`src/rtl/arm_pkg.sv`:
```
// Shared definitions for the ARM pipeline memory stage: access FSM states,
// SRAM data width, default memory base and the byte-to-word address helper.
package arm_pkg;

    typedef enum logic [1:0] {
        ST_IDLE = 2'd0,
        ST_LO   = 2'd1,
        ST_HI   = 2'd2,
        ST_DONE = 2'd3
    } mem_state_t;

    localparam int MEM_BASE_DEFAULT = 1024;
    localparam int SRAM_DW          = 16;

    // 32-bit word index relative to the SRAM base; addresses below the base wrap.
    function automatic logic [29:0] word_of(input logic [31:0] addr, input logic [31:0] base);
        logic [31:0] offset;
        offset = addr - base;
        return offset[31:2];
    endfunction

endpackage

```
`src/rtl/mem_stage_sram_ctrl.sv`:
```
// SRAM access sequencer: splits one 32-bit access into low/high half-word
// phases of SRAM_WAIT cycles each, drives the SRAM pins and assembles load data.
module sram_ctrl
    import arm_pkg::*;
#(
    parameter int SRAM_WAIT = 2,
    parameter int ADDR_W    = 18
) (
    input  logic                 clk,
    input  logic                 rst,
    input  logic                 start,
    input  logic                 is_store,
    input  logic                 is_load,
    input  logic [29:0]          word,
    input  logic [31:0]          wdata,
    input  logic                 hit_load,
    input  logic [31:0]          hit_data,
    output logic                 freeze,
    output logic                 idle,
    output logic                 hi_last,
    output logic [31:0]          mem_data,
    output logic [ADDR_W-1:0]    sram_addr,
    output logic [SRAM_DW-1:0]   sram_wdata,
    input  logic [SRAM_DW-1:0]   sram_rdata,
    output logic                 sram_we_n,
    output logic                 sram_oe_n
);

    localparam int CNT_W = (SRAM_WAIT > 1) ? $clog2(SRAM_WAIT) : 1;
    localparam logic [CNT_W-1:0] CNT_LAST = CNT_W'(SRAM_WAIT - 1);

    mem_state_t        state_reg, state_next;
    logic [CNT_W-1:0]  cnt_reg, cnt_next;
    logic [31:0]       mem_data_reg, mem_data_next;
    logic              seg_last;
    logic [ADDR_W-1:0] lo_addr, hi_addr;

    assign lo_addr  = ADDR_W'({word, 1'b0});
    assign hi_addr  = ADDR_W'({word, 1'b1});
    assign seg_last = (cnt_reg == CNT_LAST);
    assign idle     = (state_reg == ST_IDLE);
    assign mem_data = mem_data_reg;

    always_ff @(posedge clk or posedge rst) begin
        if (rst) begin
            state_reg    <= ST_IDLE;
            cnt_reg      <= '0;
            mem_data_reg <= '0;
        end else begin
            state_reg    <= state_next;
            cnt_reg      <= cnt_next;
            mem_data_reg <= mem_data_next;
        end
    end

    always_comb begin
        state_next    = state_reg;
        cnt_next      = cnt_reg;
        mem_data_next = mem_data_reg;
        freeze        = 1'b0;
        hi_last       = 1'b0;
        sram_addr     = '0;
        sram_wdata    = '0;
        sram_we_n     = 1'b1;
        sram_oe_n     = 1'b1;

        if (hit_load) begin
            mem_data_next = hit_data;
        end

        case (state_reg)
            ST_IDLE: begin
                if (start) begin
                    freeze     = 1'b1;
                    state_next = ST_LO;
                    cnt_next   = '0;
                end
            end
            ST_LO: begin
                freeze     = 1'b1;
                sram_addr  = lo_addr;
                sram_wdata = wdata[15:0];
                // Releasing we_n one cycle early keeps data stable across the write edge.
                sram_we_n  = ~(is_store & ~seg_last);
                sram_oe_n  = ~is_load;
                if (seg_last) begin
                    state_next = ST_HI;
                    cnt_next   = '0;
                    if (is_load) begin
                        mem_data_next[15:0] = sram_rdata;
                    end
                end else begin
                    cnt_next = cnt_reg + CNT_W'(1);
                end
            end
            ST_HI: begin
                freeze     = 1'b1;
                sram_addr  = hi_addr;
                sram_wdata = wdata[31:16];
                sram_we_n  = ~(is_store & ~seg_last);
                sram_oe_n  = ~is_load;
                if (seg_last) begin
                    hi_last    = 1'b1;
                    state_next = ST_DONE;
                    cnt_next   = '0;
                    if (is_load) begin
                        mem_data_next[31:16] = sram_rdata;
                    end
                end else begin
                    cnt_next = cnt_reg + CNT_W'(1);
                end
            end
            ST_DONE: begin
                state_next = ST_IDLE;
            end
            default: begin
                state_next = ST_IDLE;
            end
        endcase

        // A block held in reset never stalls the pipeline.
        if (rst) begin
            freeze = 1'b0;
        end
    end

endmodule

```
`src/rtl/mem_stage.sv`:
```
// ARM MEM stage: EXE/MEM pass-throughs plus 32-bit LDR/STR over a 16-bit SRAM.
// Optional one-entry last-load buffer enabled by defining MEM_READ_BUF_EN.
module mem_stage
    import arm_pkg::*;
#(
    parameter int SRAM_WAIT = 2,
    parameter int MEM_BASE  = MEM_BASE_DEFAULT,
    parameter int ADDR_W    = 18
) (
    input  logic                clk,
    input  logic                rst,
    input  logic                wb_en_in,
    input  logic                mem_r_en_in,
    input  logic                mem_w_en_in,
    input  logic [31:0]         alu_result,
    input  logic [31:0]         val_rm,
    input  logic [3:0]          dest_in,
    output logic                wb_en,
    output logic                mem_r_en,
    output logic [31:0]         alu_result_out,
    output logic [3:0]          dest,
    output logic [31:0]         mem_data,
    output logic                freeze,
    output logic [ADDR_W-1:0]   sram_addr,
    output logic [SRAM_DW-1:0]  sram_wdata,
    input  logic [SRAM_DW-1:0]  sram_rdata,
    output logic                sram_we_n,
    output logic                sram_oe_n
);

    logic        req;
    logic        is_store;
    logic        is_load;
    logic        start;
    logic        hit;
    logic [31:0] hit_data;
    logic [29:0] word;
    logic        idle;
    logic        hi_last;

    assign wb_en          = wb_en_in;
    assign mem_r_en       = mem_r_en_in;
    assign alu_result_out = alu_result;
    assign dest           = dest_in;

    // Both enables together is an illegal decode and is executed as a store.
    assign req      = mem_r_en_in | mem_w_en_in;
    assign is_store = mem_w_en_in;
    assign is_load  = mem_r_en_in & ~mem_w_en_in;
    assign word     = word_of(alu_result, 32'(MEM_BASE));
    assign start    = req & ~hit;

`ifdef MEM_READ_BUF_EN
    logic        buf_valid_reg;
    logic [29:0] buf_word_reg;
    logic [31:0] buf_data_reg;

    assign hit      = idle & is_load & buf_valid_reg & (buf_word_reg == word);
    assign hit_data = buf_data_reg;

    always_ff @(posedge clk or posedge rst) begin
        if (rst) begin
            buf_valid_reg <= 1'b0;
            buf_word_reg  <= '0;
            buf_data_reg  <= '0;
        end else if (hi_last) begin
            if (is_load) begin
                buf_valid_reg <= 1'b1;
                buf_word_reg  <= word;
                buf_data_reg  <= {sram_rdata, mem_data[15:0]};
            end else if (is_store && buf_word_reg == word) begin
                buf_data_reg  <= val_rm;
            end
        end
    end
`else
    logic unused_ctrl;

    assign hit         = 1'b0;
    assign hit_data    = '0;
    assign unused_ctrl = ^{idle, hi_last};
`endif

    sram_ctrl #(
        .SRAM_WAIT (SRAM_WAIT),
        .ADDR_W    (ADDR_W)
    ) u_sram_ctrl (
        .clk        (clk),
        .rst        (rst),
        .start      (start),
        .is_store   (is_store),
        .is_load    (is_load),
        .word       (word),
        .wdata      (val_rm),
        .hit_load   (hit),
        .hit_data   (hit_data),
        .freeze     (freeze),
        .idle       (idle),
        .hi_last    (hi_last),
        .mem_data   (mem_data),
        .sram_addr  (sram_addr),
        .sram_wdata (sram_wdata),
        .sram_rdata (sram_rdata),
        .sram_we_n  (sram_we_n),
        .sram_oe_n  (sram_oe_n)
    );

endmodule
```
`config.mk`:
```
export PLATFORM = sky130hd
export DESIGN_NAME = mem_stage
export DESIGN_NICKNAME = d
export VERILOG_FILES = /design/src/rtl/arm_pkg.sv /design/src/rtl/mem_stage_sram_ctrl.sv /design/src/rtl/mem_stage.sv
export SDC_FILE = /design/constraint.sdc
export NUM_CORES = 1
export LEC_CHECK = 0
export ABC_AREA = 1
export BUFFER_PORTS_ARGS = -buffer_cell sky130_fd_sc_hd__clkbuf_2
export CAP_MARGIN = 20
export CORE_MARGIN = 10
export CORE_UTILIZATION = 45
export DETAILED_ROUTE_END_ITERATION = 16
export PLACE_DENSITY = 0.88
export SLEW_MARGIN = 20
export SYNTH_ARGS = -nofsm -noshare
export SYNTH_HDL_FRONTEND = slang
export SYNTH_HIERARCHICAL = 1
export SYNTH_SLANG_ARGS = --single-unit
```
`constraint.sdc`:
```
create_clock -name clk -period 1.7 [get_ports clk]
set_clock_uncertainty 0.05 [all_clocks]
set_input_delay 0.17 -clock clk [delete_from_list [all_inputs] [get_ports clk]]
set_output_delay 0.17 -clock clk [all_outputs]
set_load 0.02 [all_outputs]
```
==> flow_summary.json, run 1 <==
{
  "status": "complete, but fails checks",
  "failed_checks": "hold timing, setup timing",
  "p_int_mw": 3.06,
  "syn_to_final_growth_pct": 37.9,
  "syn-cell-area_mm2": 0.00298,
  "cts_buffer_depth": 2,
  "pwr-share-comb_pct": 72.1,
  "hold_viol_final": 13,
  "maxCapViolCount": 0,
  "clkLatencyLatePin_ns": 0.29,
  "synthesis.instances": 444,
  "slowest_stage": "dfrtp_1",
  "whs_ns": -0.00746,
  "min_period_over_period_pct": 109,
  "r2r_cells": 8,
  "cts-root-buf": "clkbuf_8",
  "nets": 688,
  "seq_power_share_pct": 18.6,
  "final_max_slew_viol_count": 0,
  "antenna_found_initial": 0,
  "setup_viol": 35,
  "design.core.area_mm2": 0.00639,
  "dpl.hpwl_um": 7570,
  "criticalPathCategory": "register to output port",
  "timing.rr.start": "u_sram_ctrl/state_reg[1]$_DFFE_PP0P_",
  "ioPinCount": 196,
  "hold_path.class": "primary input to async pin",
  "ys_warn_count": 6,
  "cp_slowest_stage_delay_ns": 0.41,
  "fillers": 534,
  "port_buffers": 155,
  "die_x_um": 101,
  "rows": 29,
  "avgSynthCellArea_um2": 6.71,
  "p_leak_nw": 2.30,
  "crit_required_ns": 1.48,
  "cts.clk_slew.worst_paths_ns": 0.07,
  "cts_tree": "built",
  "drt-total-wl_um": 10600,
  "grt_pass1_vias": 3364,
  "p_switching_mw": 2.88,
  "routedWlPerCell_um": 15.8,
  "ant_nets": 0,
  "first_iter_violations": 157,
  "diodes": 0,
  "cpLargestDelayFamily": "buffers and inverters",
  "arrival_ns": 1.64,
  "cts_inserted_buffers": 5,
  "instances_no_fill": 669,
  "die_y_um": 101,
  "dr.pass1.iters": 4,
  "grt_util_all_layers_pct": 19.7,
  "gp_congestion": 0.836,
  "fin_crit_ns": 1.86,
  "r2r_slack_ns": 0.16,
  "die-area_mm2": 0.0103,
  "worstPathMaxFanout": 18,
  "drive_gt1_share_pct": 39.0,
  "cts_sinks": 35,
  "rsz0062_at_grt": "true",
  "cp_num_buf_inv": 3,
  "p_sw_share_pct": 48.5,
  "p_per_area_mw_per_mm2": 1450,
  "dp_slack_ns": 0.0313,
  "grt_pass1_wl_um": 16300,
  "p_clk_share_pct": 9.3,
  "crit_path_end_kind": "output port",
  "start_kind": "register",
  "grt_max_degree": 65,
  "crit_chain": "inv_2, ha_4, buf_12, nand2_1, a21oi_2, buf_6",
  "grt_overflow": 0,
  "fmax_mhz": 538,
  "placed_cells": 658,
  "vias_per_cell": 4.78,
  "h-tree-depth": 2,
  "fin_ws_ns": -0.159,
  "r2r_end": "u_sram_ctrl/mem_data[29]$_DFF_PP0_",
  "largest_reg_flops": 32,
  "initial_core_util_pct": 46.7,
  "ir_drop_uv": 1540,
  "crit_cells": 6,
  "vias": 3201,
  "drt_drc_violations_left": 0
}
==> cell type report <==
type / count / area [µm²] / area share [%]
multi-input combinational: 317 / 1640 / 39.8
timing repair buffer: 172 / 1190 / 28.9
sequential: 35 / 877 / 21.3
inverter: 62 / 238 / 5.78
tap: 77 / 96.3 / 2.34
clock buffer: 6 / 72.6 / 1.77
==> per-layer routing <==
metal	up-vias	wire length [µm]	track usage, %
met5	-	0	0
met2	151	5530	35.2
met3	26	1090	8.71
met4	0	289	9.43
li1	1591	-	-
met1	1433	3650	18.9
==> tightest hold or removal path: stages <==
cell and delay (ns):
clkbuf_2 0.08, inv_1 0.10, buf_4 0.42
==> worst max-delay path by stage <==
stage / endpoint / slack [ns] / startpoint
finish: sram_wdata[1] / -0.16 / u_sram_ctrl/state_reg[1]$_DFFE_PP0P_
floorplan: sram_addr[11] / 0.03 / u_sram_ctrl/state_reg[0]$_DFFE_PP0P_
CTS: sram_wdata[3] / -0.15 / u_sram_ctrl/state_reg[1]$_DFFE_PP0P_
detailed placement: sram_wdata[2] / 0.03 / u_sram_ctrl/state_reg[0]$_DFFE_PP0P_
global placement: sram_addr[13] / 0.11 / alu_result[10]
global route: sram_wdata[1] / -0.22 / u_sram_ctrl/state_reg[1]$_DFFE_PP0P_
==> through the flow <==
stage	TNS (ns)	power (mW)	instance area [µm²]	util (%)	hold WS, ns
floorplan	0	3.47	3140	-	0.265
global placement	0	4.27	3640	57.0	0.290
detailed placement	0	4.36	3640	57.0	0.290
CTS	-4.20	5.67	4030	63.0	0.00287
global route	-4.43	6.33	4110	64.4	0.0358
finish	-2.65	5.94	4110	64.4	-0.00746
==> power by group through the flow <==
stage               registers, mW  clock network, mW  logic [mW]
floorplan                    1.26                  0        2.21
global placement             1.11                  0        3.17
detailed placement           1.12                  0        3.23
CTS                          1.11              0.572        3.99
global route                 1.12              0.599        4.60
finish                       1.11              0.551        4.29
==> placed cells by master, fill, tap and decap left out, drive strengths merged <==
cell type  count
or2            3
conb          33
ha             6
xnor2          1
nand2        149
xor2           4
dfrtp         35
inv           62
nor2          29
clkbuf       142
nand4         16
nand3b         1
a21oi         18
buf           36
o21ai         37
nand3         20
==> timing repair <==
action / 4_1_cts / 5_1_grt
pin swaps: 3 / 1
hold endpoints to repair: 0 / 0
gates resized for setup: 76 / 36
hold buffers: 0 / 0
setup buffers: 2 / 3
setup endpoints to repair: 37 / 35
(Power assumes the default switching activity.)
==> run 2: changes to the inputs <==
PLACE_DENSITY = 0.84   (was 0.88)
RECOVER_POWER = 25   (was default)
==> run 2 against run 1 <==
Effect of this change: the flow finishes with violations (setup timing); combinational power is 21% higher; wire length is 17% higher; utilization rose by 3.1 points; sequential cell count is the same; hold slack gained 0.088 ns; global-route usage fell by 0.073 points; worst setup slack got worse by 0.076 ns; critical path depth stayed put; cell count is 1.6% higher; die area did not move; final area grew 4.8%; highest routed layer unchanged.
==> flow_summary.json, run 2 (synthesis results as in run 1) <==
{
  "failed_checks": "setup timing",
  "dpl.hpwl_um": 7420,
  "whs_ns": 0.0803,
  "initial_core_util_pct": 46.7,
  "cts_tree": "built",
  "die_y_um": 101,
  "crit_chain": "inv_4, ha_4, clkbuf_16, nand2_1, a21oi_2, clkbuf_8",
  "grt_pass1_vias": 3403,
  "crit_path_end_kind": "output port",
  "startpoint": "u_sram_ctrl/state_reg[0]$_DFFE_PP0P_",
  "grt_util_all_layers_pct": 19.6,
  "final_common_cell": "nand2_1",
  "cp_slowest_stage_delay_ns": 0.47,
  "clkLatencyLatePin_ns": 0.29,
  "final_max_slew_viol_count": 0,
  "status": "complete, but fails checks",
  "nets": 697,
  "max-slew-margin-rel_pct": 63.7,
  "worstMarginPinSlew_ns": 0.543,
  "cpLargestDelayFamily": "flip-flops",
  "pwr-share-comb_pct": 75.0,
  "criticalPathCategory": "register to output port",
  "design.core.area_mm2": 0.00639,
  "p_per_area_mw_per_mm2": 1600,
  "cts_buffer_depth": 2,
  "cts_sinks": 35,
  "fin_tns_setup_ns": -5.43,
  "setup_viol": 35,
  "antenna_found_initial": 0,
  "ioPinCount": 196,
  "port_buffers": 155,
  "p_clk_share_pct": 8.5,
  "worstPathMaxFanout": 6,
  "crit_required_ns": 1.48,
  "grt_pass1_wl_um": 16500,
  "ir_drop_uv": 1630,
  "fmax_mhz": 517,
  "dr.pass1.iters": 5,
  "first_iter_violations": 245,
  "start_kind": "register",
  "p_int_mw": 3.53,
  "grt_overflow": 0,
  "rows": 29,
  "fin_crit_ns": 1.94,
  "grt_max_degree": 65,
  "grt_util_met3_pct": 8.85,
  "p_switching_mw": 3.37,
  "die-area_mm2": 0.0103,
  "arrival_ns": 1.72,
  "diodes": 0,
  "vias": 3491,
  "rsz0062_at_grt": "true",
  "hold_viol_final": 0,
  "timing.rr.start": "u_sram_ctrl/state_reg[0]$_DFFE_PP0P_",
  "p_leak_nw": 2.36,
  "slowest_stage": "dfrtp_2",
  "seq_power_share_pct": 16.4,
  "gp_congestion": 0.854,
  "grt_use_met1_pct": 19.9,
  "vias_per_cell": 5.13,
  "drt_drc_violations_left": 0,
  "largest_reg_flops": 32,
  "die_x_um": 101,
  "final_cell_mix": "134 x nand2_1, 103 x clkbuf_2, 57 x inv_1",
  "fin_ws_ns": -0.235,
  "gr-max-usage-layer": "met2",
  "h-tree-depth": 2,
  "syn_to_final_growth_pct": 44.5,
  "min_period_over_period_pct": 114,
  "hold_start": "sram_rdata[10]",
  "cts_inserted_buffers": 5,
  "maxCapViolCount": 0,
  "drive_gt1_share_pct": 37.8,
  "use_met2_pct": 34.1,
  "cp_num_buf_inv": 3,
  "hold_path.class": "primary input to register",
  "finalPower_mw": 6.91,
  "ant_nets": 0,
  "drt-total-wl_um": 12300,
  "cts-root-buf": "clkbuf_8",
  "routedWlPerCell_um": 18.1,
  "p_sw_share_pct": 48.8,
  "cts.clk_slew.worst_paths_ns": 0.07
}
run 2: repair_timing:
| item | in CTS | in global routing |
|---|---|---|
| setup endpoints to repair | 36 | 36 |
| cloned | 1 | 4 |
| gates resized for setup | 74 | 66 |
| hold buffers | 1 | 0 |
| pin swaps | 6 | 12 |
| setup buffers | 5 | 2 |
| endpoints found under the hold margin | 35 | 0 |
run 2: layer usage:
layer	vias up	routed length, µm
met5	-	0
met4	0	632
met3	72	1590
met2	246	5950
met1	1552	4150
li1	1621	-
run 2: tightest hold or removal path, stage by stage:
cell and delay [ns]:
clkbuf_2 0.09, nand3_1 0.07, nand2_1 0.05
run 2: worst paths after layout:
check	cells after the start	slack, ns	end
max in group asynchronous	4	0.70	u_sram_ctrl/state_reg[0]$_DFFE_PP0P_
min in group asynchronous	4	0.55	u_sram_ctrl/mem_data[19]$_DFF_PP0_
min	3	0.08	u_sram_ctrl/mem_data[26]$_DFF_PP0_
max reg2reg	8	0.09	u_sram_ctrl/mem_data[18]$_DFF_PP0_
min reg2reg	2	0.56	u_sram_ctrl/state_reg[0]$_DFFE_PP0P_
max	6	-0.24	sram_wdata[14]
run 2: power groups by stage:
stage / combinational, mW / clock (mW) / sequential (mW)
after global routing: 5.42 / 0.633 / 1.15
final: 5.18 / 0.590 / 1.13
after detailed placement: 3.27 / 0 / 1.12
after global placement: 3.20 / 0 / 1.11
after CTS: 4.22 / 0.606 / 1.12
after floorplan: 2.21 / 0 / 1.26
run 2: layout make-up:
cell class / count / area (µm²)
fillers: 508 / 2080
clock buffers: 7 / 76.3
repair buffers: 180 / 1300
multi-input cells: 318 / 1710
well taps: 77 / 96.3
flip-flops and latches: 35 / 877
inverters: 62 / 245
clock inverters: 1 / 5.00
run 2: metrics by stage:
| stage | cell area [µm²] | setup WS [ns] | util (%) | cells |
|---|---|---|---|---|
| after floorplan | 3140 | 0.0260 | - | 476 |
| after CTS | 4090 | -0.102 | 64.0 | 674 |
| after global routing | 4310 | -0.250 | 67.5 | 680 |
| after detailed placement | 3650 | 0.0468 | 57.1 | 659 |
| after global placement | 3650 | 0.0963 | 57.1 | 659 |
| final | 4310 | -0.235 | 67.5 | 680 |
==> run 3: changes to the inputs <==
BUFFER_PORTS_ARGS = default   (was -buffer_cell sky130_fd_sc_hd__clkbuf_2)
CORE_MARGIN = 2   (was 10)
CORE_UTILIZATION = 50   (was 45)
DONT_BUFFER_PORTS = 1   (was default)
PLACE_DENSITY = 0.67   (was 0.84)
==> run 3 against run 2 <==
Effect of this change: total power shrank 18%; wire length decreased by 39%; final area decreased by 17%; the run still ends with setup timing left; combinational power shrank 31%; non-clock buffer count decreased by 122; fmax up 8.6%; hold slack got worse by 0.052 ns; worst setup slack improved by 0.15 ns; via count decreased by 23%; clock power up 34%; cell count fell by 18%.
==> flow_summary.json, run 3 (synthesis results as in run 1) <==
{
  "status": "complete, but fails checks",
  "failed_checks": "setup timing",
  "slowest_stage": "dfrtp_1",
  "nets": 575,
  "p_leak_nw": 1.79,
  "cts_buffer_depth": 2,
  "grt_max_degree": 65,
  "final_common_cell": "nand2_1",
  "ioPinCount": 196,
  "final_cell_mix": "140 x nand2_1, 57 x inv_1, 35 x o21ai_0, 35 x buf_4, 35 x dfrtp_1",
  "timing.rr.start": "u_sram_ctrl/state_reg[0]$_DFFE_PP0P_",
  "drt-total-wl_um": 7500,
  "syn_to_final_growth_pct": 20.0,
  "grt_pass1_vias": 2452,
  "r2r_cells": 9,
  "placed_cells": 524,
  "h-tree-depth": 2,
  "vias": 2689,
  "die_x_um": 81.2,
  "p_per_area_mw_per_mm2": 1580,
  "fin_ws_ns": -0.0821,
  "worstPathMaxFanout": 17,
  "diodes": 0,
  "dp_slack_ns": 0.0566,
  "multi_input_area_mm2": 0.00172,
  "clkLatencyLatePin_ns": 0.28,
  "design.core.area_mm2": 0.00585,
  "fin_tns_setup_ns": -1.66,
  "grt_pass1_wl_um": 11600,
  "cts_tree": "built",
  "startpoint": "u_sram_ctrl/state_reg[0]$_DFFE_PP0P_",
  "final_max_slew_viol_count": 0,
  "start_kind": "register",
  "die_y_um": 81.2,
  "antenna_found_initial": 0,
  "cp_num_buf_inv": 3,
  "ir_drop_uv": 1500,
  "grt_overflow": 0,
  "r2r_end": "u_sram_ctrl/mem_data[22]$_DFF_PP0_",
  "drive_gt1_share_pct": 20.6,
  "fin_util_pct": 61.1,
  "setup_viol": 33,
  "initial_core_util_pct": 50.9,
  "worstMarginPinSlew_ns": 0.642,
  "critPathMostFrequentCell": "buf_4",
  "crit_chain": "buf_4, ha_4, buf_12, nand2_1, a21oi_2, buf_4",
  "cts.clk_slew.worst_paths_ns": 0.07,
  "maxCapViolCount": 0,
  "dr.pass1.iters": 4,
  "whs_ns": 0.0278,
  "port_buffers": 0,
  "cts-root-buf": "clkbuf_8",
  "hold_start": "sram_rdata[4]",
  "fmax_mhz": 561,
  "crit_required_ns": 1.48,
  "cts_sinks": 35,
  "vias_per_cell": 4.84,
  "die-area_mm2": 0.00659,
  "instances_no_fill": 556,
  "routedWlPerCell_um": 13.5,
  "dpl.hpwl_um": 5320,
  "arrival_ns": 1.56,
  "fin_crit_ns": 1.78,
  "fillers": 548,
  "max-slew-margin-rel_pct": 57.2,
  "rows": 28,
  "seqCellArea_um2": 876,
  "min_period_over_period_pct": 105,
  "hold_path.class": "primary input to register",
  "cpLargestDelayFamily": "buffers and inverters",
  "ant_nets": 0,
  "criticalPathCategory": "register to output port",
  "hold_viol_final": 0,
  "largest_reg_flops": 32,
  "grt_util_all_layers_pct": 22.5,
  "cp_slowest_stage_delay_ns": 0.40,
  "first_iter_violations": 137,
  "cts_inserted_buffers": 5,
  "crit_path_end_kind": "output port",
  "drt_drc_violations_left": 0,
  "hold_depth": 2,
  "rsz0062_at_grt": "true",
  "holdPathEnd": "u_sram_ctrl/mem_data[4]$_DFF_PP0_",
  "gp_congestion": 0.829,
  "r2r_slack_ns": 0.08
}
## run 3: cell count changes in the layout (fill, tap and decap cells not counted), moves of 3 or more
| cell | previous run | this run |
|---|---|---|
| nand2_2 | 11 | 8 |
| buf_8 | 6 | 0 |
| a21oi_4 | 5 | 10 |
| clkbuf_1 | 17 | 0 |
| dlygate4sd3_1 | 1 | 17 |
| buf_4 | 26 | 35 |
| clkbuf_16 | 3 | 0 |
| nand2_1 | 134 | 140 |
| nand2_4 | 4 | 0 |
| a21oi_2 | 12 | 6 |
| clkbuf_8 | 14 | 6 |
| clkbuf_2 | 103 | 0 |
| buf_6 | 12 | 3 |
## run 3: worst max-delay path by stage
stage | endpoint | slack, ns | depth (start not counted)
global placement | sram_addr[11] | 0.11 | 5
CTS | sram_addr[11] | -0.08 | 5
detailed placement | sram_addr[11] | 0.06 | 5
finish | sram_wdata[3] | -0.08 | 6
floorplan | sram_addr[11] | 0.03 | 6
global route | sram_wdata[3] | -0.15 | 6
## run 3: repair_timing
item / CTS / global route
gates cloned: 1 / 0
gates resized for setup: 30 / 12
setup buffers: 4 / 2
endpoints found under the hold margin: 66 / 0
hold buffers: 17 / 0
endpoints found under the setup margin: 35 / 40
pin swaps: 3 / 3
## run 3: power breakdown
part	total [mW]	internal (mW)	switching [mW]
combinational	3.59	1.37	2.22
sequential	1.27	0.994	0.276
clock	0.790	0.475	0.315
total	5.65	2.84	2.81
## run 3: layer usage
metal / routed length (µm) / up-vias / global-route usage [%]
met5: 0 / - / 0
met4: 133 / 0 / 7.29
met3: 642 / 14 / 7.78
met2: 3720 / 119 / 37.4
met1: 3000 / 1193 / 27.1
li1: - / 1363 / -
## run 3: through the flow
step,power [mW],area (µm²)
finish,5.65,3580
global route,6.03,3580
CTS,5.51,3520
detailed placement,4.09,3030
global placement,4.05,3030
floorplan,3.47,3140
## run 3: final cells by class
type	count	share of cell area, %
clock buffers	6	2.31
clock inverters	2	0.980
inverters	62	6.79
multi-input cells	318	48.1
flip-flops and latches	35	24.5
well taps	75	2.62
repair buffers	58	14.7
